**src/rtl/sum_accum_pkg.sv**
```systemverilog
// Shared types and constants for the sum_accum block.
// Holds the FSM state encoding and the overflow mode selectors.
package sum_accum_pkg;

   typedef enum logic [1:0] {
      S_IDLE  = 2'd0,
      S_ACCUM = 2'd1,
      S_DONE  = 2'd2
   } state_e;

   localparam logic MODE_WRAP = 1'b0;
   localparam logic MODE_SAT  = 1'b1;

endpackage

```
**src/rtl/sum_sat_add.sv**
```systemverilog
// Combinational unsigned adder with carry-out.
// In saturate mode a carry clamps the sum to all-ones.
module sum_sat_add #(
   parameter int WIDTH = 8
) (
   input  logic [WIDTH-1:0] a,
   input  logic [WIDTH-1:0] b,
   input  logic             sat,
   output logic [WIDTH-1:0] sum,
   output logic             carry
);

   logic [WIDTH:0] full;

   // widen by one bit so the carry falls out of the add
   always_comb begin
      full  = {1'b0, a} + {1'b0, b};
      carry = full[WIDTH];
      if (carry && sat) begin
         sum = '1;
      end else begin
         sum = full[WIDTH-1:0];
      end
   end

endmodule

```
**src/rtl/sum_accum.sv**
```systemverilog
// Accumulates a counted burst of unsigned operands into one sum.
// Result is held with a sticky overflow flag until the consumer takes it.
module sum_accum
   import sum_accum_pkg::*;
#(
   parameter  int WIDTH     = 8,
   parameter  int MAX_TERMS = 16,
   localparam int CNT_W     = $clog2(MAX_TERMS + 1)
) (
   input  logic             clk,
   input  logic             rst,
   input  logic             start,
   input  logic [CNT_W-1:0] num_terms,
   input  logic             sat_mode,
   input  logic             in_valid,
   input  logic [WIDTH-1:0] in_data,
   output logic             in_ready,
   output logic             out_valid,
   input  logic             out_ready,
   output logic [WIDTH-1:0] out_sum,
   output logic             out_ovf,
   output logic             busy
);

   localparam logic [CNT_W-1:0] MAX_CNT = CNT_W'(MAX_TERMS);

   state_e           state_q, state_d;
   logic [WIDTH-1:0] acc_q, acc_d;
   logic [CNT_W-1:0] cnt_q, cnt_d;
   logic [CNT_W-1:0] tgt_q, tgt_d;
   logic             sat_q, sat_d;
   logic             ovf_q, ovf_d;

   logic [CNT_W-1:0] clamp;
   logic [CNT_W-1:0] cnt_inc;
   logic [WIDTH-1:0] add_sum;
   logic             add_carry;

   sum_sat_add #(
      .WIDTH(WIDTH)
   ) u_add (
      .a    (acc_q),
      .b    (in_data),
      .sat  (sat_q == MODE_SAT),
      .sum  (add_sum),
      .carry(add_carry)
   );

   // oversized requests are trimmed to the largest supported burst
   always_comb begin
      clamp   = (num_terms > MAX_CNT) ? MAX_CNT : num_terms;
      cnt_inc = cnt_q + CNT_W'(1);
   end

   // state and datapath registers; reset discards any partial operation
   always_ff @(posedge clk) begin
      if (rst) begin
         state_q <= S_IDLE;
         acc_q   <= '0;
         cnt_q   <= '0;
         tgt_q   <= '0;
         sat_q   <= MODE_WRAP;
         ovf_q   <= 1'b0;
      end else begin
         state_q <= state_d;
         acc_q   <= acc_d;
         cnt_q   <= cnt_d;
         tgt_q   <= tgt_d;
         sat_q   <= sat_d;
         ovf_q   <= ovf_d;
      end
   end

   // next-state and datapath update; every register holds by default
   always_comb begin
      state_d = state_q;
      acc_d   = acc_q;
      cnt_d   = cnt_q;
      tgt_d   = tgt_q;
      sat_d   = sat_q;
      ovf_d   = ovf_q;
      unique case (state_q)
         S_IDLE: begin
            if (start) begin
               tgt_d   = clamp;
               sat_d   = sat_mode ? MODE_SAT : MODE_WRAP;
               acc_d   = '0;
               cnt_d   = '0;
               ovf_d   = 1'b0;
               state_d = (clamp == '0) ? S_DONE : S_ACCUM;
            end
         end
         S_ACCUM: begin
            if (in_valid) begin
               acc_d = add_sum;
               ovf_d = ovf_q | add_carry;
               cnt_d = cnt_inc;
               if (cnt_inc == tgt_q) begin
                  state_d = S_DONE;
               end
            end
         end
         S_DONE: begin
            if (out_ready) begin
               state_d = S_IDLE;
            end
         end
         default: begin
            state_d = S_IDLE;
         end
      endcase
   end

   // outputs decode from the registered state; result is masked when idle
   always_comb begin
      in_ready  = (state_q == S_ACCUM);
      out_valid = (state_q == S_DONE);
      busy      = (state_q != S_IDLE);
      out_sum   = out_valid ? acc_q : '0;
      out_ovf   = out_valid & ovf_q;
   end

endmodule

```
**config.mk**
```make
export PLATFORM = sky130hd
export DESIGN_NAME = sum_accum
export DESIGN_NICKNAME = d
export VERILOG_FILES = /design/src/rtl/sum_accum_pkg.sv /design/src/rtl/sum_sat_add.sv /design/src/rtl/sum_accum.sv
export SDC_FILE = /design/constraint.sdc
export NUM_CORES = 1
export LEC_CHECK = 0
export CAP_MARGIN = 10
export CORE_UTILIZATION = 50
export CTS_BUF_LIST = sky130_fd_sc_hd__clkbuf_4 sky130_fd_sc_hd__clkbuf_8
export CTS_CLUSTER_DIAMETER = 40
export DETAILED_ROUTE_END_ITERATION = 8
export PLACE_DENSITY = 0.84
export SYNTH_ARGS = -nofsm -noshare
export SYNTH_HDL_FRONTEND = slang
export SYNTH_SLANG_ARGS = --single-unit
```
**constraint.sdc**
```tcl
create_clock -name clk -period 6.25 [get_ports clk]
set_input_delay 1.25 -clock clk [delete_from_list [all_inputs] [get_ports clk]]
set_output_delay 1.25 -clock clk [all_outputs]
set_load 0.02 [all_outputs]
```
==> impl_summary.log <==
[metrics] drt wl/cell: 15.7 um
[metrics] Post-Route Setup TNS: 0 ps
[metrics] max-cap check violation count: 0
[metrics] initial antenna violation count: 0
[metrics] ys async rst share: 0
[metrics] power per standard cell area: 186 mW/mm2
[metrics] ys flop type: sky130_fd_sc_hd__dfxtp_1
[metrics] sequential area share after synthesis: 0.285
[metrics] most used cells in the layout excluding fill and tap cells: 30 x sky130_fd_sc_hd__clkdlybuf4s50_1, 22 x sky130_fd_sc_hd__dfxtp_1, 18 x sky130_fd_sc_hd__a21oi_1
[metrics] clk_lat worst skew: 320 ps
[metrics] cts bufs inserted: 3
[metrics] slowest stage cell, crit path: sky130_fd_sc_hd__clkdlybuf4s50_1
[metrics] result of the run: complete, but fails checks
[metrics] wire length of the first global-routing pass: 6440 um
[metrics] post-layout utilization of the core: 0.665
[metrics] Max Root-Sink Buffers: 2
[metrics] FF-to-FF path depth: 6
[metrics] number of instances in the synthesized netlist: 186
[metrics] synth top area cells: sky130_fd_sc_hd__dfxtp_1 28%, sky130_fd_sc_hd__ha_1 7.3%, sky130_fd_sc_hd__a21oi_1 5.8%
[metrics] flip-flop and latch count after synthesis: 22
[metrics] largest net degree at the start of global routing: 26
[metrics] Detailed Route WL: 3820 um
[metrics] worst supply voltage drop on vdd: 0.208 mV
[metrics] worst flop-to-flop path startpoint: acc_q[0]$_SDFFE_PP0P_
[metrics] total number of clock tree sinks: 22
[metrics] starting utilization of the core area: 0.543
[metrics] Overflow after GRT: 0
[metrics] worst-path cell chain: nor2b_1, and2_1, clkdlybuf4s50_1
[metrics] total standard cell area after synthesis: 0.00155 mm2
[metrics] CTS tree: built
[metrics] remaining max-slew budget at the tightest pin: 0.367
[metrics] commonest non-fill, non-tap cell in the layout: sky130_fd_sc_hd__clkdlybuf4s50_1
[metrics] Placed Cells incl. Taps: 239
[metrics] busiest layer in global routing: met2
[metrics] vias in the first global route: 1479
[metrics] Yosys top cell area share: 0.285
[metrics] Mean Syn Cell Area: 8.32 um2
[metrics] startpoint of the tightest hold check path: tgt_q[0]$_SDFFE_PP0P_
[metrics] setup repair after global routing missed its margin: no
[metrics] peak per-stage delay on the critical path: 640 ps
[metrics] CP Max Fanout: 12
[metrics] highest clock frequency the design can meet: 279 MHz
[metrics] Global Route met2 Usage: 0.417
[metrics] number of primary I/O pins: 31
[metrics] DR vias: 1525
[metrics] antenna-violating nets left: 0
[metrics] hold violation total from the final report: 0
[metrics] count of cell types in the netlist: 51
[metrics] Final Net Count: 242
[metrics] ratio of final minimum period to clock period: 0.574
[metrics] final number of max-transition violations: 0
[metrics] worst setup slack for register-to-register paths: 4160 ps
[metrics] worst hold path depth: 2
[metrics] minimum clock period after layout: 3590 ps
[metrics] last weighted congestion value of the routability-driven placer: 0.815
[metrics] depth of the CTS H-tree: 1
[metrics] full die area: 0.00332 mm2
[metrics] placement row count: 19
[metrics] clock slew seen by the registers of the worst setup and hold paths: 110 ps
[metrics] number of DRC violations after detailed routing: 2
[metrics] total routing resource utilization after global routing: 0.249
[metrics] horizontal die dimension: 57.6 um
[metrics] violated checks: design-rule violations
[metrics] first-pass detailed-route iteration total: 6
[metrics] delay-heaviest family, CP: simple AND/OR/NAND/NOR gates
[metrics] core region area: 0.00285 mm2
[metrics] met1 Track Usage GR: 0.310
[metrics] Synth-to-Final Area Change: 22.6%
[metrics] Worst Tran Pin Value: 947 ps
[metrics] ratio of routed vias to standard cells: 6.28
[metrics] hold buffers post-CTS: 0
[metrics] iteration-0 DRC count of the detailed router: 55
[metrics] fill count: 252
[metrics] clk_skew: 10.2 ps
[metrics] worst hold slack: 480 ps
[metrics] signal arrival time at the worst endpoint: 2340 ps
[metrics] count of buffering cells on the critical path with inverters included: 1
[metrics] critical path required time: 5000 ps
[metrics] DPL Wire Length: 2760 um
[metrics] die height: 57.6 um
[metrics] Synth Warn #: 0
[metrics] antenna diode count: 0
[metrics] static leakage: 0.714 nW
[metrics] number of failing setup endpoints in the final timing report: 0
[metrics] Finished Cell Area: 0.00190 mm2
[metrics] number of gates given a new drive strength after cts: 0
[metrics] cell type with the highest aggregate area in the netlist: sky130_fd_sc_hd__dfxtp_1
[metrics] number of enable-type register cells in the synthesized netlist: 0
[metrics] Post-Layout Cell Count: 243
[metrics] buffer count from post-CTS setup fixing: 0
[metrics] type of the worst setup path: reg -> out
[metrics] destination of the worst register-to-register timing path: acc_q[6]$_SDFFE_PP0P_
[metrics] critical path startpoint category: flip-flop
[metrics] global routing met3 resource utilization: 0.0558
[metrics] Hold/Removal Path Class: reg -> reg
[metrics] Setup crit end kind: primary output
[metrics] Placed Instance Area: 0.00185 mm2
[metrics] clock tree root driver cell: sky130_fd_sc_hd__clkbuf_4
[metrics] ratio of cells with drive above 1 in the final layout: 0.0613
[metrics] Net Count, Synth: 215
[metrics] Endpoint, Worst Hold: tgt_q[0]$_SDFFE_PP0P_
[metrics] count of buffers from port buffering: 30
==> state kept, by name (all words and copies together), names as in the netlist <==
name / flops
acc_q: 8
cnt_q: 5
tgt_q: 5
state_q: 2
ovf_q: 1
sat_q: 1
==> cell families (layout without fill, tap and decap cells) <==
family / after synthesis / count (layout) / share of synthesized area
compound gates: 62 / 62 / 0.296
xor+xnor: 6 / 6 / 0.0340
fa+ha+maj: 10 / 10 / 0.0857
buf+inv: 12 / 38 / 0.0364
simple gates: 74 / 74 / 0.264
flops: 22 / 22 / 0.285
==> layer usage <==
layer / vias to the layer above / share of wire
li1: 749 / -
met1: 701 / 0.43
met2: 61 / 0.48
met3: 14 / 0.072
met4: 0 / 0.021
met5: - / 0
==> worst reg2reg max path: cells and delay by family (launching register included) <==
family,cells,cell delay [ps]
adder cells (fa/ha/maj),2,640
AO/OA/AOI/OAI,3,870
flip-flops,1,350
AND/OR/NAND/NOR,1,100
==> power by group <==
| group | switching (W) | total [W] | internal (W) |
|---|---|---|---|
| clock network | 0.0000449 | 0.000110 | 0.0000649 |
| logic | 0.0000491 | 0.0000899 | 0.0000407 |
| registers | 0.00000695 | 0.000154 | 0.000147 |
==> Yosys cell counts (all sizes together) (2+ instances only) <==
| library cell | count |
|---|---|
| a211o | 4 |
| nand3 | 5 |
| a2111oi | 3 |
| nor4 | 3 |
| o21a | 3 |
| o21ai | 9 |
| xor2 | 3 |
| dfxtp | 22 |
| a31o | 2 |
| nand3b | 7 |
| or3 | 2 |
| inv | 4 |
| a31oi | 3 |
| nor2b | 4 |
| and2 | 12 |
| a211oi | 6 |
| o21bai | 2 |
| nor3 | 4 |
| o211ai | 2 |
| a21oi | 18 |
| buf | 3 |
| nand2 | 15 |
| and3 | 2 |
| o41ai | 3 |
| ha | 9 |
| clkbuf | 5 |
| o311ai | 3 |
| xnor2 | 3 |
| nor2 | 11 |
| or2 | 2 |
==> stage by stage <==
| stage | total power (W) | setup slack, ps |
|---|---|---|
| floorplan | 0.000215 | 3390 |
| global placement | 0.000241 | 2860 |
| detailed placement | 0.000245 | 2790 |
| CTS | 0.000353 | 2660 |
| global route | 0.000370 | 2570 |
| finish | 0.000353 | 2660 |
==> how the worst max path moves through the flow <==
stage	slack [ps]	to	cells after the start	from
after floorplan	3390	acc_q[6]$_SDFFE_PP0P_	6	in_data[0]
after detailed placement	2790	acc_q[6]$_SDFFE_PP0P_	7	in_data[0]
final	2660	out_sum[5]	3	state_q[1]$_SDFFE_PP0P_
after global placement	2860	acc_q[6]$_SDFFE_PP0P_	7	in_data[0]
after CTS	2660	out_sum[5]	3	state_q[1]$_SDFFE_PP0P_
after global routing	2570	out_sum[5]	3	state_q[1]$_SDFFE_PP0P_
==> area by class of cell <==
class | instances | area [um2] | area share
flip-flops and latches | 22 | 440 | 0.232
multi-input cells | 152 | 1050 | 0.554
clock inverters | 1 | 30.0 | 0.0158
repair buffers | 30 | 300 | 0.158
well taps | 31 | 38.8 | 0.0204
inverters | 4 | 15.0 | 0.00791
clock buffers | 3 | 22.5 | 0.0119
Power figures use the tool's default switching activity.
